===== config.mk =====
export PLATFORM = sky130hd
export DESIGN_NAME = alu_operand_loader
export DESIGN_NICKNAME = d
export VERILOG_FILES = /design/src/rtl/alu_operand_loader.sv
export SDC_FILE = /design/constraint.sdc
export NUM_CORES = 1
export LEC_CHECK = 0
export ABC_AREA = 1
export CORE_UTILIZATION = 54
export CTS_CLUSTER_DIAMETER = 150
export DETAILED_ROUTE_END_ITERATION = 10
export GPL_TIMING_DRIVEN = 0
export HOLD_SLACK_MARGIN = 0.15
export PLACE_DENSITY = 0.73
export SYNTH_ARGS = -nofsm -noshare
export SYNTH_HDL_FRONTEND = slang
export SYNTH_SLANG_ARGS = --single-unit

===== constraint.sdc =====
create_clock -name clk -period 3.3 [get_ports clk]
set_input_delay 0.495 -clock clk [delete_from_list [all_inputs] [get_ports clk]]
set_output_delay 0.495 -clock clk [all_outputs]
set_load 0.02 [all_outputs]

===== src/rtl/alu_operand_loader.sv =====
// Board front end for the combinational ALU: debounces three load buttons, captures
// operand A, operand B and the opcode from the switches, and registers the ALU result.
module alu_operand_loader #(
  parameter int NB_DATA         = 4,
  parameter int NB_OP           = 6,
  parameter int NB_SW           = 6,
  parameter int DEBOUNCE_CYCLES = 1000000
) (
  input  logic               clk,
  input  logic               i_reset,
  input  logic [NB_SW-1:0]   i_sw,
  input  logic               i_btn_a,
  input  logic               i_btn_b,
  input  logic               i_btn_op,
  input  logic [NB_DATA-1:0] i_alu_result,
  output logic [NB_DATA-1:0] o_datoA,
  output logic [NB_DATA-1:0] o_datoB,
  output logic [NB_OP-1:0]   o_operation,
  output logic [NB_DATA-1:0] o_leds,
  output logic               o_valid,
  output logic [1:0]         o_state,
  output logic               o_err
);

  localparam int CNT_W = (DEBOUNCE_CYCLES < 2) ? 1 : $clog2(DEBOUNCE_CYCLES + 1);
  localparam int ST_W  = $clog2(DEBOUNCE_CYCLES + 3);
  localparam logic [CNT_W-1:0] CNT_LAST = CNT_W'(DEBOUNCE_CYCLES - 1);
  localparam logic [ST_W-1:0]  ST_DONE  = ST_W'(DEBOUNCE_CYCLES + 2);

  localparam logic [NB_OP-1:0] OP_ADD = NB_OP'(6'b100000);
  localparam logic [NB_OP-1:0] OP_SUB = NB_OP'(6'b100010);
  localparam logic [NB_OP-1:0] OP_AND = NB_OP'(6'b100100);
  localparam logic [NB_OP-1:0] OP_OR  = NB_OP'(6'b100101);
  localparam logic [NB_OP-1:0] OP_XOR = NB_OP'(6'b100110);
  localparam logic [NB_OP-1:0] OP_NOR = NB_OP'(6'b100111);
  localparam logic [NB_OP-1:0] OP_SRA = NB_OP'(6'b000011);
  localparam logic [NB_OP-1:0] OP_SRL = NB_OP'(6'b000010);

  typedef enum logic [1:0] {
    WAIT_A  = 2'd0,
    WAIT_B  = 2'd1,
    WAIT_OP = 2'd2,
    SHOW    = 2'd3
  } state_t;

  function automatic logic op_supported(input logic [NB_OP-1:0] op);
    case (op)
      OP_ADD, OP_SUB, OP_AND, OP_OR,
      OP_XOR, OP_NOR, OP_SRA, OP_SRL: op_supported = 1'b1;
      default:                        op_supported = 1'b0;
    endcase
  endfunction

  // Button index: 0 = A, 1 = B, 2 = OP
  logic [2:0]       btn_raw;
  logic [2:0]       sync1_q, sync1_d;
  logic [2:0]       sync2_q, sync2_d;
  logic [2:0]       deb_q, deb_d;
  logic [2:0]       prev_q, prev_d;
  logic [2:0]       armed_q, armed_d;
  logic [CNT_W-1:0] cnt_q [3];
  logic [CNT_W-1:0] cnt_d [3];
  logic [ST_W-1:0]  st_q, st_d;
  logic             settle_done;
  logic [2:0]       pulse;

  state_t               state_q, state_d;
  logic [NB_DATA-1:0]   a_q, a_d;
  logic [NB_DATA-1:0]   b_q, b_d;
  logic [NB_OP-1:0]     op_q, op_d;
  logic [NB_DATA-1:0]   leds_q, leds_d;
  logic                 err_q, err_d;
  logic                 ld_a, ld_b, op_try, ld_op;

  assign btn_raw     = {i_btn_op, i_btn_b, i_btn_a};
  assign settle_done = (st_q == ST_DONE);

  // A button still held across reset settles high while disarmed, so its first
  // edge is swallowed; arming happens only once the debounced level is seen low.
  always_comb begin
    sync1_d = btn_raw;
    sync2_d = sync1_q;
    prev_d  = deb_q;
    deb_d   = deb_q;
    st_d    = settle_done ? st_q : st_q + ST_W'(1);
    armed_d = armed_q | ({3{settle_done}} & ~deb_q);
    for (int i = 0; i < 3; i++) begin
      cnt_d[i] = '0;
      if (sync2_q[i] != deb_q[i]) begin
        if (cnt_q[i] == CNT_LAST) deb_d[i] = ~deb_q[i];
        else                      cnt_d[i] = cnt_q[i] + CNT_W'(1);
      end
    end
    pulse = deb_q & ~prev_q & armed_q;
  end

  always_ff @(posedge clk or posedge i_reset) begin
    if (i_reset) begin
      sync1_q <= '0;
      sync2_q <= '0;
      deb_q   <= '0;
      prev_q  <= '0;
      armed_q <= '0;
      st_q    <= '0;
      for (int i = 0; i < 3; i++) cnt_q[i] <= '0;
    end else begin
      sync1_q <= sync1_d;
      sync2_q <= sync2_d;
      deb_q   <= deb_d;
      prev_q  <= prev_d;
      armed_q <= armed_d;
      st_q    <= st_d;
      for (int i = 0; i < 3; i++) cnt_q[i] <= cnt_d[i];
    end
  end

  always_ff @(posedge clk or posedge i_reset) begin
    if (i_reset) state_q <= WAIT_A;
    else         state_q <= state_d;
  end

  always_comb begin
    state_d = state_q;
    case (state_q)
      WAIT_A:  if (ld_a)  state_d = WAIT_B;
      WAIT_B:  if (ld_b)  state_d = WAIT_OP;
      WAIT_OP: if (ld_op) state_d = SHOW;
      SHOW:    state_d = SHOW;
      default: state_d = WAIT_A;
    endcase
  end

  // In SHOW a single pulse acts per cycle, A first, then B, then OP
  always_comb begin
    ld_a    = pulse[0] & ((state_q == WAIT_A) | (state_q == SHOW));
    ld_b    = pulse[1] & ((state_q == WAIT_B) | ((state_q == SHOW) & ~pulse[0]));
    op_try  = pulse[2] & ((state_q == WAIT_OP) |
                          ((state_q == SHOW) & ~pulse[0] & ~pulse[1]));
    ld_op   = op_try & op_supported(i_sw[NB_OP-1:0]);
    err_d   = op_try & ~op_supported(i_sw[NB_OP-1:0]);
    o_valid = (state_q == SHOW);
    o_state = state_q;
  end

  always_comb begin
    a_d    = ld_a  ? i_sw[NB_DATA-1:0] : a_q;
    b_d    = ld_b  ? i_sw[NB_DATA-1:0] : b_q;
    op_d   = ld_op ? i_sw[NB_OP-1:0]   : op_q;
    leds_d = (state_q == SHOW) ? i_alu_result : '0;
  end

  always_ff @(posedge clk or posedge i_reset) begin
    if (i_reset) begin
      a_q    <= '0;
      b_q    <= '0;
      op_q   <= '0;
      leds_q <= '0;
      err_q  <= 1'b0;
    end else begin
      a_q    <= a_d;
      b_q    <= b_d;
      op_q   <= op_d;
      leds_q <= leds_d;
      err_q  <= err_d;
    end
  end

  assign o_datoA     = a_q;
  assign o_datoB     = b_q;
  assign o_operation = op_q;
  assign o_leds      = leds_q;
  assign o_err       = err_q;

endmodule


==> impl_results.md <==
* VDD IR max at 0.450 mV
* Post-DP Area at 6400 um^2
* Worst R2R Start: o_state[0]$_DFFE_PP0P_
* Final Power at 3.27 mW
* Largest net degree at the start of global routing at 37
* Seq/Total Area, Yosys at 50.0%
* CP Class: flop to output port
* Worst Hold Class: flop to flop
* Setup TNS Final at 0 ps
* Setup bufs post-CTS at 0
* Clk pwr share at 52.8%
* First-pass GRT wire length at 19.2 mm
* Num CTS Buffers at 17
* Cell leakage power at 3.26 nW
* Cell count after synthesis at 687
* Top cell type's share of synthesized area at 50.0%
* Slew of the pin with the lowest slew margin at 566 ps
* Yosys Warn Count at 0
* Via count at 4499
* Std-Cell Rows at 37
* Seq pwr share at 44.3%
* RSZ-0062 raised after global routing: false
* Status: complete, no violations
* Post-synthesis cell type count at 38
* Most common library cells after synthesis: 138 x nand2_1, 116 x dfrtp_1, 112 x nor2_1
* Fin cells at 893
* Tcrit/Tclk final at 75.4%
* CTS tree: done
* Post_cts resized at 0
* Area delta synth->final at 20.0%
* Clock root cell: clkbuf_8
* Syn Nets at 713
* Crit start category: flop
* Synth Register Bits at 116
* H-tree Lvls at 4
* Slew Limit Fails at 0
* Die height at 106 um
* Drt wl/cell at 12.3 um
* DIE AREA at 11200 um^2
* Placed cell count at 862
* Crit Path Max Fanout at 7
* Reg clk slew, reported paths at 50 ps
* I/O Pins at 37
* Die width at 106 um
* ANT nets after route at 0
* Clock Latency Late Sink at 530 ps
* Layout Utilization at 67.1%
* DRC Markers at 0
* Combinational power share at 2.9%
* Clock Path Buffers at 2
* Max_cap viols at 0
* Initial Util at 55.9%
* Skew final at 5.44 ps
* Num Clock Sinks at 116
* Critical path required time at 2800 ps
* DP Wirelength at 8.06 mm
* I/O Buffers at 36
* Final Wtd Congestion at 0.873
* Fin nets at 771
* Post-synth EDFFs at 0
* Number of DRC markers in iteration 0 at 219
* Post-synth top area cell: dfrtp_1
* Final Cell Area at 6960 um^2
* Most frequent cell after synthesis: nand2_1
* Top cells by area, synth: dfrtp_1 50%, nand2_1 8.9%, nor2_1 7.2%, inv_1 6.9%, xor2_1 4.7%
* Routed vias/inst at 5.04
* Ys async rst share at 100%
* Syn Area/Cell at 8.45 um^2
* Slew margin rel. at 62.2%
* Flop-to-flop setup slack at 1580 ps
* Vias in the first global route at 4390
* Worst R2R End: o_state[0]$_DFFE_PP0P_
* Internal Power at 2.60 mW
* Final Hold Fails at 0
* Sw frac at 20.3%
* Antenna violations before repair at 0
* Drt pass-1 iters at 7
* Hold depth at 0
* P_sw at 0.665 mW
* Gr ovfl total at 0
* Layout cells sized above 1 at 9.78%
* GR Util All Layers at 21.9%
* Fin crit period at 2490 ps
* PwrDens at 470 nW/um^2
* Final setup violating endpoints at 0
* Ant diodes at 0
* Mapped Area at 5800 um^2
* Total core area at 10400 um^2
* Fmax at 402 MHz
* Path depth of the worst reg2reg path at 8
* Most common flop cell mapped by yosys: dfrtp_1
* Worst setup EP type: output port
* Hold Startpoint: sync1_q[0]$_DFF_PP0_
* Cts hold-fix bufs at 0
* Final wirelength at 11.0 mm
* Hold endpoint: sync2_q[0]$_DFF_PP0_
* WP data arrival at 1990 ps
==> per-stage QoR <==
step,worst slack [ps],hold slack [ps]
2_1_floorplan,1390,331
3_3_place_gp,299,337
3_5_place_dp,1310,343
4_1_cts,790,354
5_1_grt,690,357
6_report,810,351
==> placed cells by master, fill, tap and decap left out, types with 2 or more instances in the layout <==
master | synthesis | layout
a21oi_1 | 15 | 15
and2_1 | 2 | 2
buf_12 | 0 | 3
clkbuf_1 | 1 | 5
clkbuf_16 | 0 | 16
clkbuf_8 | 0 | 8
clkdlybuf4s50_1 | 0 | 36
clkinv_2 | 0 | 2
dfrtp_1 | 116 | 116
ha_1 | 11 | 11
inv_1 | 106 | 105
inv_2 | 3 | 3
nand2_1 | 138 | 138
nand2_2 | 3 | 3
nand2_4 | 2 | 2
nand3_1 | 37 | 37
nand3_2 | 8 | 8
nand3b_1 | 3 | 3
nand4_1 | 11 | 11
nor2_1 | 112 | 112
nor2_2 | 4 | 4
nor2_4 | 5 | 5
nor3_1 | 24 | 24
nor3_2 | 5 | 5
nor3_4 | 4 | 4
nor3b_1 | 5 | 5
nor3b_2 | 2 | 2
o21ai_0 | 18 | 18
o21bai_1 | 2 | 2
xnor2_1 | 7 | 7
xor2_1 | 31 | 31
==> sequential cells by signal (all words and copies together) (netlist names) <==
name         count
armed_q          3
cnt_q           60
deb_q            3
o_datoA          4
o_datoB          4
o_err            1
o_leds           4
o_operation      6
o_state          2
prev_q           3
st_q            20
sync1_q          3
sync2_q          3
==> how the worst max path moves through the flow <==
stage,startpoint,end,slack (ps),cells past startpoint
floorplan,i_reset,armed_q[0]$_DFF_PP0_,1390,1
global placement,i_reset,cnt_q[30]$_DFF_PP0_,300,2
detailed placement,i_reset,cnt_q[32]$_DFF_PP0_,1310,5
CTS,o_state[0]$_DFFE_PP0P_,o_valid,790,2
global route,o_state[0]$_DFFE_PP0P_,o_valid,690,2
finish,o_state[0]$_DFFE_PP0P_,o_valid,810,2
==> cell families after synthesis <==
logic type	synth area share, %
buffers and inverters	7.53
XOR/XNOR	5.74
flip-flops	50.0
AND/OR/NAND/NOR	30.5
AO/OA/AOI/OAI	3.80
adder cells (fa/ha/maj)	2.37
==> critical path, stage by stage (launching register included) <==
cell and delay (ps):
dfrtp_1 450, ha_1 350, clkdlybuf4s50_1 670
==> per-layer routing <==
metal  up-vias  GRT usage, %  part of all wire (%)
li1       2273             -                     -
met1      2127          27.2                    46
met2        81          36.0                    48
met3        18          5.75                   3.9
met4         0          9.72                   1.7
met5         -             0                     0
==> power by group through the flow <==
stage               Combinational, mW  Clock, mW  Sequential [mW]
global route                    0.110       1.84             1.45
CTS                             0.100       1.77             1.45
finish                         0.0964       1.73             1.45
floorplan                      0.0551          0             1.47
global placement               0.0883          0             1.47
detailed placement             0.0995          0             1.47
==> layout make-up <==
type                       count  area, um^2
buffer                         4        27.5
clock buffer                  28         526
clock inverter                 3        40.0
fill                         801        3410
inverter                     109         413
multi-input combinational    458        2460
sequential                   116        2900
tap                          136         170
timing repair buffer          39         420
(Power assumes the default switching activity.)
